<file path="config.mk">
export PLATFORM = sky130hd
export DESIGN_NAME = mfrc_spi_xfer
export DESIGN_NICKNAME = d
export VERILOG_FILES = /design/src/rtl/mfrc_spi_pkg.sv /design/src/rtl/spi_tick_gen.sv /design/src/rtl/mfrc_spi_xfer.sv
export SDC_FILE = /design/constraint.sdc
export NUM_CORES = 1
export LEC_CHECK = 0
export ABC_AREA = 1
export CAP_MARGIN = 15
export CORE_MARGIN = 8
export CORE_UTILIZATION = 45
export DETAILED_ROUTE_END_ITERATION = 8
export PLACE_DENSITY = 0.68
export SYNTH_ARGS = -nofsm -noshare
export SYNTH_HDL_FRONTEND = slang
export SYNTH_SLANG_ARGS = --single-unit
</file>
<file path="constraint.sdc">
create_clock -name clk -period 2.29 [get_ports clk]
set_input_delay 0.229 -clock clk [delete_from_list [all_inputs] [get_ports clk]]
set_output_delay 0.229 -clock clk [all_outputs]
set_load 0.01 [all_outputs]
</file>
<file path="src/rtl/mfrc_spi_pkg.sv">
// rtl/mfrc_spi_pkg.sv - shared types and constants for the MFRC register SPI transfer engine
package mfrc_spi_pkg;

  typedef enum logic [1:0] {
    ST_IDLE  = 2'd0,
    ST_SETUP = 2'd1,
    ST_SHIFT = 2'd2,
    ST_HOLD  = 2'd3
  } state_t;

  localparam int FRAME_BITS = 16;
  localparam int RW_BIT     = 15;

  // byte0 = {rw, addr, 0}; byte1 carries write data, or zeros on a read
  function automatic logic [FRAME_BITS-1:0] build_frame(input logic       rw_i,
                                                        input logic [5:0] addr_i,
                                                        input logic [7:0] wdata_i);
    logic [FRAME_BITS-1:0] f;
    f         = {1'b0, addr_i, 1'b0, (rw_i ? 8'h00 : wdata_i)};
    f[RW_BIT] = rw_i;
    return f;
  endfunction

endpackage

</file>
<file path="src/rtl/spi_tick_gen.sv">
// rtl/spi_tick_gen.sv - SCK half-period counter producing alternating rise/fall ticks
module spi_tick_gen #(
  parameter int CLK_DIV = 4
) (
  input  logic clk,
  input  logic reset,
  input  logic en,
  output logic rise,
  output logic fall
);

  logic [7:0] cnt;
  logic       phase;
  logic       tick;

  // A tick closes every CLK_DIV-cycle span; phase 0 means the next tick is a rising one
  assign tick = en && (cnt == 8'(CLK_DIV - 1));
  assign rise = tick && !phase;
  assign fall = tick && phase;

  // Counter and phase restart from zero whenever the engine is idle
  always_ff @(posedge clk or negedge reset) begin
    if (!reset) begin
      cnt   <= 8'd0;
      phase <= 1'b0;
    end else if (!en) begin
      cnt   <= 8'd0;
      phase <= 1'b0;
    end else if (tick) begin
      cnt   <= 8'd0;
      phase <= ~phase;
    end else begin
      cnt   <= cnt + 8'd1;
    end
  end

endmodule

</file>
<file path="src/rtl/mfrc_spi_xfer.sv">
// rtl/mfrc_spi_xfer.sv - single 16-bit mode-0 SPI register read/write transfer engine
module mfrc_spi_xfer
  import mfrc_spi_pkg::*;
#(
  parameter int CLK_DIV = 4
) (
  input  logic       clk,
  input  logic       reset,
  input  logic       start,
  input  logic       rw,
  input  logic [5:0] addr,
  input  logic [7:0] wdata,
  output logic       busy,
  output logic       done,
  output logic [7:0] rdata,
  output logic       spi_sck,
  output logic       spi_mosi,
  input  logic       spi_miso,
  output logic       spi_cs
);

  state_t                state;
  state_t                state_next;
  logic                  rise;
  logic                  fall;
  logic                  load;
  logic                  finish;
  logic                  sck_up;
  logic                  sck_dn;
  logic                  rw_q;
  logic [FRAME_BITS-1:0] tx_sr;
  logic [7:0]            rx_sr;
  logic [3:0]            bit_cnt;
  logic                  sck_q;
  logic                  cs_q;
  logic                  done_q;
  logic [7:0]            rdata_q;

  spi_tick_gen #(.CLK_DIV(CLK_DIV)) u_tick (
    .clk   (clk),
    .reset (reset),
    .en    (state != ST_IDLE),
    .rise  (rise),
    .fall  (fall)
  );

  // State register
  always_ff @(posedge clk or negedge reset) begin
    if (!reset) state <= ST_IDLE;
    else        state <= state_next;
  end

  // Next-state decode and per-cycle datapath strobes
  always_comb begin
    state_next = state;
    load       = 1'b0;
    finish     = 1'b0;
    sck_up     = 1'b0;
    sck_dn     = 1'b0;
    case (state)
      ST_IDLE: begin
        if (start) begin
          state_next = ST_SETUP;
          load       = 1'b1;
        end
      end
      ST_SETUP: begin
        if (rise) begin
          state_next = ST_SHIFT;
          sck_up     = 1'b1;
        end
      end
      ST_SHIFT: begin
        sck_up = rise;
        sck_dn = fall;
        if (fall && (bit_cnt == 4'(FRAME_BITS - 1))) state_next = ST_HOLD;
      end
      ST_HOLD: begin
        if (rise || fall) begin
          state_next = ST_IDLE;
          finish     = 1'b1;
        end
      end
      default: state_next = ST_IDLE;
    endcase
  end

  // Frame shifting, SCK/CS drive and read-data capture; the rx register keeps only the last 8 bits, so byte0 MISO falls out
  always_ff @(posedge clk or negedge reset) begin
    if (!reset) begin
      rw_q    <= 1'b0;
      tx_sr   <= '0;
      rx_sr   <= 8'h00;
      bit_cnt <= 4'd0;
      sck_q   <= 1'b0;
      cs_q    <= 1'b1;
      done_q  <= 1'b0;
      rdata_q <= 8'h00;
    end else begin
      done_q <= finish;
      if (load) begin
        cs_q    <= 1'b0;
        rw_q    <= rw;
        tx_sr   <= build_frame(rw, addr, wdata);
        rx_sr   <= 8'h00;
        bit_cnt <= 4'd0;
      end
      if (sck_up) begin
        sck_q <= 1'b1;
        rx_sr <= {rx_sr[6:0], spi_miso};
      end
      if (sck_dn) begin
        sck_q   <= 1'b0;
        tx_sr   <= {tx_sr[FRAME_BITS-2:0], 1'b0};
        bit_cnt <= bit_cnt + 4'd1;
      end
      if (finish) begin
        cs_q    <= 1'b1;
        tx_sr   <= '0;
        bit_cnt <= 4'd0;
        if (rw_q) rdata_q <= rx_sr;
      end
    end
  end

  assign busy     = (state != ST_IDLE);
  assign done     = done_q;
  assign rdata    = rdata_q;
  assign spi_sck  = sck_q;
  assign spi_cs   = cs_q;
  assign spi_mosi = tx_sr[FRAME_BITS-1];

endmodule

</file>
==> results of run 1 <==
## power by group through the flow
stage | combinational [µW] | sequential [µW] | clock, µW
2_1_floorplan | 676 | 1250 | 0
3_3_place_gp | 963 | 1260 | 0
3_5_place_dp | 987 | 1260 | 0
4_1_cts | 991 | 1250 | 579
5_1_grt | 1140 | 1270 | 620
6_report | 982 | 1250 | 566
## metal layers
layer  track usage, %  wire, µm  share of wire, %
met5                0         0                 0
met4             5.32        92               1.7
met3             3.21       206               3.8
met2             22.2      2530                47
met1             17.7      2590                48
## cells by family (layout without fill, tap and decap cells)
logic type,count (synthesis),count (layout)
fa+ha+maj,7,7
simple gates,185,185
flops,51,51
buf+inv,51,85
xor+xnor,1,1
compound gates,29,29
## sequential cells by signal (all words and copies together) (netlist names)
name and flops:
rdata 8, u_tick.cnt 8, done 1, rw_q 1, spi_cs 1, spi_sck 1
bit_cnt 4, rx_sr 8, u_tick.phase 1, tx_sr 16, state 2
## worst max-delay path, delay by kind of cell (launching register included)
kind / cells / cell delay (ps)
buf+inv: 3 / 840
fa+ha+maj: 1 / 300
flops: 1 / 420
## metrics by stage
stage	area, µm²	hold slack [ps]	instances
global route	3040	478	430
finish	3040	450	430
floorplan	2540	-66.6	324
CTS	3040	457	430
global placement	2930	282	421
detailed placement	2930	290	421
## worst min-delay path by stage
| stage | startpoint | to | cells after the start |
|---|---|---|---|
| after floorplan | reset | bit_cnt[0] | 0 |
| after global placement | reset | u_tick.cnt[5] | 1 |
| after detailed placement | reset | u_tick.cnt[6] | 1 |
| after CTS | spi_miso | rx_sr[0] | 3 |
| after global routing | spi_miso | rx_sr[0] | 3 |
| final | reset | u_tick.cnt[5] | 2 |
## layout by cell type (no fill, tap or decap), drive strengths merged
master,n
nand2,119
dfrtp,50
inv,39
clkdlybuf4s50,30
nor2,28
nand4,20
o21ai,16
nand3,12
o22ai,8
buf,8
ha,7
clkbuf,5
a21oi,5
nor3,4
or2,2
clkinv,2
xor2,1
dlygate4sd3,1
dfstp,1
## area by class of cell
| type | instances | area share [%] |
|---|---|---|
| Sequential cell | 51 | 42.0 |
| Multi-Input combinational cell | 222 | 34.6 |
| Timing Repair Buffer | 39 | 12.5 |
| Inverter | 38 | 4.69 |
| Tap cell | 72 | 2.96 |
| Clock buffer | 5 | 2.26 |
| Clock inverter | 3 | 0.947 |
## what timing repair did
action / 4_1_cts / 5_1_grt
hold buffers: 1 / 0
setup buffers: 0 / 0
endpoints found under the hold margin: 26 / 0
==> summary.md, run 1 <==
| Metric | Value |
|---|---|
| Worst Max-Slew Pin Slew | `626 ps` |
| Fraction of final layout cells sized beyond drive strength 1 | `6.98%` |
| First-pass GRT wire length | `9630 µm` |
| Summed negative setup slack over all endpoints | `0 ps` |
| Required arrival time at the worst endpoint | `2060 ps` |
| Area used by sequential logic in the layout | `1280 µm²` |
| FMAX | `474 MHz` |
| CTS resizes | `0` |
| Average wire per standard cell | `12.6 µm` |
| End point of the critical path | `busy` |
| DRC violations left | `0` |
| Worst max-slew margin expressed relative to the limit | `58.2%` |
| Net Switching | `1090 µW` |
| Top-area cell type share of the netlist area | `49.2%` |
| Synth-to-Final Area Change | `19.6%` |
| Total global routing overflow | `0` |
| Routed WL | `5420 µm` |
| Most frequent cells after synthesis | `nand2_1 (119), dfrtp_1 (50), inv_1 (36)` |
| Core region area | `5470 µm²` |
| Starting Density | `46.4%` |
| Cell row count | `27` |
| Relative contribution of sequential cells to total power | `44.7%` |
| Net switching share of the total power | `38.9%` |
| Post-synthesis register bit count | `51` |
| Start point of the critical path | `state[0]` |
| Number of buffers on the longest clock path | `2` |
| Final number of max-transition violations | `0` |
| Top cells by area, synth | `dfrtp_1 (49%), nand2_1 (18%), inv_1 (5.3%)` |
| Power density over the cells | `922 nW/µm²` |
| Result of the run | `finished clean` |
| Post-DP HPWL | `3860 µm` |
| Level count of the clock H-tree | `2` |
| Total CTS buffers | `5` |
| Number of nets produced by synthesis | `350` |
| Top FF cell, synth | `dfrtp_1` |
| Worst setup slack after placement | `458 ps` |
| Die width | `91.1 µm` |
| Die footprint | `8310 µm²` |
| Mean post-synth cell area | `7.84 µm²` |
| Detailed-router iteration count before antenna repair | `4` |
| Part of the power in combinational logic | `35.1%` |
| Via count of the first global-routing pass | `2108` |
| Hold WC Path Type | `in -> async` |
| Kind of end point of the critical path | `output pin` |
| Number of different library cells in the post-synthesis netlist | `24` |
| Worst clock skew | `11.7 ps` |
| Overall Power | `2800 µW` |
| Pin count of the biggest net entering global routing | `28` |
| Insertion delay to the later sink of the worst-skew pair | `320 ps` |
| Area of the mapped netlist | `2540 µm²` |
| Cell with the most instances after synthesis | `nand2_1` |
| Number of instances in the synthesized netlist | `324` |
| Nets@finish | `383` |
| Final Core Density | `55.5%` |
| Top-level I/O count | `32` |
| Count of flip-flops with a built-in enable after synthesis | `0` |
| Largest family of logic cells by synthesized area | `simple AND/OR/NAND/NOR gates` |
| Sequential-to-total area share from yosys stat | `50.3%` |
| Die H | `91.1 µm` |
| Setup violators final | `0` |
| Max Cap Viol | `0` |
| Endpoint of the worst register-to-register path | `bit_cnt[0]` |
| Internal | `1710 µW` |
| Final cycle utilization of the critical path | `92.2%` |
| Routability Congestion | `0.860` |
| P_leak | `0.00155 µW` |
| Share of synthesized area spent on multiplexers | `0%` |
| PortBufs | `31` |
| R2r setup slk | `410 ps` |
| Number of fill cells in the layout | `516` |
| Unrepaired setup endpoints after global routing | `false` |
| Initial antenna violation count | `0` |
| CP Launch Type | `flip-flop` |
| Clock edge transition at the registers on the reported setup and hold paths | `110 ps` |
| Clock share of power | `20.2%` |
| Number of vias per cell | `4.97` |
| Worst-case setup margin in the final layout | `179 ps` |
| Overall routing resource usage | `13.8%` |
| Antenna diodes | `0` |
| Drt first-iter violations | `109` |
| R2R depth | `8` |
| Clock tree from TritonCTS | `done` |
| Peak fanout along the critical path | `8` |
| Final worst path period need | `2110 ps` |
| Reg2Reg Launch Point | `state[0]` |
| Maximum vdd drop | `0.424 mV` |
| Yosys warning count | `0` |
| Type of the worst setup path | `reg -> out` |
| Slowest cell delay on critical path | `570 ps` |
| Number of sinks handled by clock tree synthesis | `51` |
| Fraction of registers with async set or reset after synthesis | `100%` |
| Final ANT Viol Nets | `0` |
| Total via count in the routed design | `2135` |
| Slowest-stage cell, CP | `clkdlybuf4s50_1` |
| Simple logic cell fraction of the synthesized area | `31.0%` |
| Data arrival time of the worst path | `1880 ps` |
| Compound-gate portion of the synthesized area | `6.55%` |
| Buffer cell driving the clock tree root | `clkbuf_8` |
| Final Hold Vio Count | `0` |
| Post-synthesis cell type with the largest combined area | `dfrtp_1` |
| Post-synthesis share of cell area spent on full adders, half adders and majority gates | `3.45%` |
| Multi-input gate area | `1050 µm²` |
| Worst-path cell chain | `inv_1 > ha_1 > inv_2 > clkdlybuf4s50_1` |
| Post-synthesis xor/xnor area fraction | `0.345%` |
Power figures use the tool's default switching activity.
==> inputs of run 2 (changes only) <==
- SKIP_CTS_REPAIR_TIMING: default -> 1
- SYNTH_HIERARCHICAL: default -> 1
==> run 2 against run 1 <==
Clock skew shrank 3.0 ps. Worst hold slack improved by 24 ps. Die area is 0.69% lower. Global-route usage down 0.68 points. Critical endpoint is now tx_sr[3]. Critical path type is now reg -> reg. Core utilization increased by 0.16 points.
==> summary.md, run 2 <==
| Metric | Value |
|---|---|
| Post-DP HPWL | `3710 µm (was 3860 µm)` |
| Number of vias per cell | `4.80 (was 4.97)` |
| Detailed-router iteration count before antenna repair | `6 (was 4)` |
| Buffer cell driving the clock tree root | `clkbuf_8 (unchanged)` |
| Die width | `90.8 µm (was 91.1 µm)` |
| Sequential-to-total area share from yosys stat | `50.7% (was 50.3%)` |
| Fraction of final layout cells sized beyond drive strength 1 | `12.1% (was 6.98%)` |
| Core region area | `5470 µm² (unchanged)` |
| Largest register FFs | `16 (unchanged)` |
| Post-synthesis cell type with the largest combined area | `dfrtp_1 (unchanged)` |
| Total CTS buffers | `5 (unchanged)` |
| Worst-case setup margin in the final layout | `274 ps (was 179 ps)` |
| DRC violations left | `0 (unchanged)` |
| Worst Hold Path Cells | `2` |
| PortBufs | `31 (unchanged)` |
| Leading cell type in the layout, fill and taps excluded | `nand2_1 (unchanged)` |
| Hold path startpoint | `spi_cs` |
| Instance count after placement with tap cells included | `411 (was 421)` |
| Commonest cells after routing, fill and taps aside | `nand2_1 (89), dfrtp_1 (50), inv_1 (42), clkdlybuf4s50_1 (30), nor2_1 (20) (was nand2_1 (119), dfrtp_1 (50), inv_1 (36), clkdlybuf4s50_1 (30), nor2_1 (27))` |
| Setup violators final | `0 (unchanged)` |
| Cell occurring most often along the worst timing path | `nand2_1` |
| Final ANT Viol Nets | `0 (unchanged)` |
| Worst max-slew margin expressed relative to the limit | `58.1% (was 58.2%)` |
| Count of non-filler cells in the finished layout | `420 (was 430)` |
| CP Launch Type | `flip-flop (unchanged)` |
| Max Cap Viol | `0 (unchanged)` |
| Post-synthesis register bit count | `51 (unchanged)` |
| First-pass GRT wire length | `9040 µm (was 9630 µm)` |
| Via count of the first global-routing pass | `2036 (was 2108)` |
| Number of buffers on the longest clock path | `2 (unchanged)` |
| Insertion delay to the later sink of the worst-skew pair | `300 ps (was 320 ps)` |
| Fraction of registers with async set or reset after synthesis | `100% (unchanged)` |
| Mean post-synth cell area | `8.16 µm² (was 7.84 µm²)` |
| Routability Congestion | `0.775 (was 0.860)` |
| Data arrival time of the worst path | `2210 ps (was 1880 ps)` |
| Power density over the cells | `906 nW/µm² (was 922 nW/µm²)` |
| Reg2Reg Launch Point | `state[0] (unchanged)` |
| Final worst path period need | `2020 ps (was 2110 ps)` |
| Final cycle utilization of the critical path | `88.0% (was 92.2%)` |
| Drt first-iter violations | `124 (was 109)` |
| Nets@finish | `374 (was 383)` |
| Starting Density | `46.0% (was 46.4%)` |
| Overall Power | `2760 µW (was 2800 µW)` |
| Top-area cell type share of the netlist area | `49.7% (was 49.2%)` |
| Top cells by area, synth | `dfrtp_1 (50%), nand2_1 (13%), inv_1 (6.3%) (was dfrtp_1 (49%), nand2_1 (18%), inv_1 (5.3%))` |
| Number of nets produced by synthesis | `336 (was 350)` |
| Unrepaired setup endpoints after global routing | `false (unchanged)` |
| Final Hold Vio Count | `0 (unchanged)` |
| Routed WL | `5030 µm (was 5420 µm)` |
| Slowest cell delay on critical path | `410 ps (was 570 ps)` |
| Worst path bufs/invs | `4 (was 3)` |
| Clock tree from TritonCTS | `done (unchanged)` |
| Synth-to-Final Area Change | `21.0% (was 19.6%)` |
| Maximum vdd drop | `0.489 mV (was 0.424 mV)` |
| FMAX | `496 MHz (was 474 MHz)` |
| Cell row count | `27 (unchanged)` |
| Initial antenna violation count | `0 (unchanged)` |
| Average wire per standard cell | `12.0 µm (was 12.6 µm)` |
| Area of the mapped netlist | `2520 µm² (was 2540 µm²)` |
| Hold WC Path Type | `reg -> reg (was in -> async)` |
| Pin count of the biggest net entering global routing | `31 (was 28)` |
| Summed negative setup slack over all endpoints | `0 ps (unchanged)` |
| Count of flip-flops with a built-in enable after synthesis | `0 (unchanged)` |
| Die footprint | `8250 µm² (was 8310 µm²)` |
| R2r setup slk | `270 ps (was 410 ps)` |
| Cell with the most instances after synthesis | `nand2_1 (unchanged)` |
| Total via count in the routed design | `2016 (was 2135)` |
| Number of sinks handled by clock tree synthesis | `51 (unchanged)` |
| Cell family with the largest share of critical-path delay | `simple AND/OR/NAND/NOR gates (was buffers and inverters)` |
| Peak fanout along the critical path | `13 (was 8)` |
| Worst Max-Slew Pin Slew | `629 ps (was 626 ps)` |
| Required arrival time at the worst endpoint | `2480 ps (was 2060 ps)` |
| Result of the run | `finished clean (unchanged)` |
| Total global routing overflow | `0 (unchanged)` |
| R2R depth | `12 (was 8)` |
| Type of the worst setup path | `reg -> reg (was reg -> out)` |
| Most flop-heavy register | `tx_sr (unchanged)` |
| Worst setup slack after placement | `198 ps (was 458 ps)` |
| Number of different library cells in the post-synthesis netlist | `24 (unchanged)` |
| Slowest-stage cell, CP | `dfrtp_1 (was clkdlybuf4s50_1)` |
| Yosys warning count | `6 (was 0)` |
| P_leak | `0.00152 µW (was 0.00155 µW)` |
| Top FF cell, synth | `dfrtp_1 (unchanged)` |
| Worst-path cell chain | `inv_1 > ha_1 > inv_1 > nand3_1 > nor2_2 > nand2_2 > nand2_1 > inv_2 > nand2_1 > inv_2 > nand2_1 > o21ai_1 (was inv_1 > ha_1 > inv_2 > clkdlybuf4s50_1)` |
| Overall routing resource usage | `13.2% (was 13.8%)` |
| Worst clock skew | `8.66 ps (was 11.7 ps)` |
| End point of the most critical hold path | `spi_cs` |
| Top-level I/O count | `32 (unchanged)` |
| Kind of end point of the critical path | `flip-flop (was output pin)` |
| Start point of the critical path | `state[0] (unchanged)` |
| Number of instances in the synthesized netlist | `309 (was 324)` |
| Antenna diodes | `0 (unchanged)` |
| Endpoint of the worst register-to-register path | `tx_sr[3] (was bit_cnt[0])` |
| Final number of max-transition violations | `0 (unchanged)` |
| Clock edge transition at the registers on the reported setup and hold paths | `90 ps (was 110 ps)` |
| Number of fill cells in the layout | `532 (was 516)` |
| Die H | `90.8 µm (was 91.1 µm)` |
| Most frequent cells after synthesis | `nand2_1 (90), dfrtp_1 (50), inv_1 (42) (was nand2_1 (119), dfrtp_1 (50), inv_1 (36))` |
| Level count of the clock H-tree | `2 (unchanged)` |
run 2: changes by cell type after synthesis, moves of 5 or more:
cell,before,now
clkbuf_1,5,0
inv_1,36,42
nand2_1,119,90
nand3_1,11,19
nand4_1,19,6
nor2_1,27,21
o21ai_0,16,7
o21ai_1,0,18
o21ai_2,0,8
run 2: kinds of logic (layout without fill, tap and decap cells):
logic type      after synthesis  after routing  share of synthesized area (%)
compound gates               45             45                           10.5
xor+xnor                      3              3                           1.04
fa+ha+maj                     8              8                           3.97
buf+inv                      57             96                           9.38
flops                        51             51                           50.7
simple gates                145            145                           24.4
run 2: worst min-delay path: cells and delay by family, from the launching register on:
kind | cells | cell delay (ps)
DFF | 1 | 380
and+or+nand+nor | 2 | 100
run 2: metal layers:
layer / wire [µm] / track usage [%]
met5: 0 / 0
met1: 2290 / 15.6
met4: 78 / 5.73
met3: 132 / 2.49
met2: 2530 / 22.7
run 2: worst max path at each step:
stage,end,cells past startpoint
finish,tx_sr[3],12
CTS,tx_sr[5],12
floorplan,rdata[6],13
global placement,tx_sr[0],11
global route,tx_sr[6],12
detailed placement,tx_sr[5],12
run 2: final cells by class:
type / instances / area (µm²) / share of cell area [%]
clock buffer: 6 / 82.6 / 2.71
clock inverter: 2 / 35.0 / 1.15
inverter: 49 / 184 / 6.03
multi-input combinational: 201 / 1010 / 33.2
sequential: 51 / 1280 / 41.9
tap: 72 / 90.1 / 2.96
timing repair buffer: 39 / 368 / 12.1
run 2: stage by stage:
step           utilization [%]  hold WS (ps)  cell area, µm²
2_1_floorplan                -         -66.6            2520
3_3_place_gp              53.3           295            2920
3_5_place_dp              53.3           288            2920
4_1_cts                   55.4         -41.8            3030
5_1_grt                   55.7           516            3050
6_report                  55.7           475            3050
run 2: report_power, final:
part / total (µW) / internal (µW) / switching [µW]
clock network: 639 / 354 / 285
logic: 887 / 357 / 530
registers: 1240 / 1110 / 124
total: 2760 / 1820 / 938
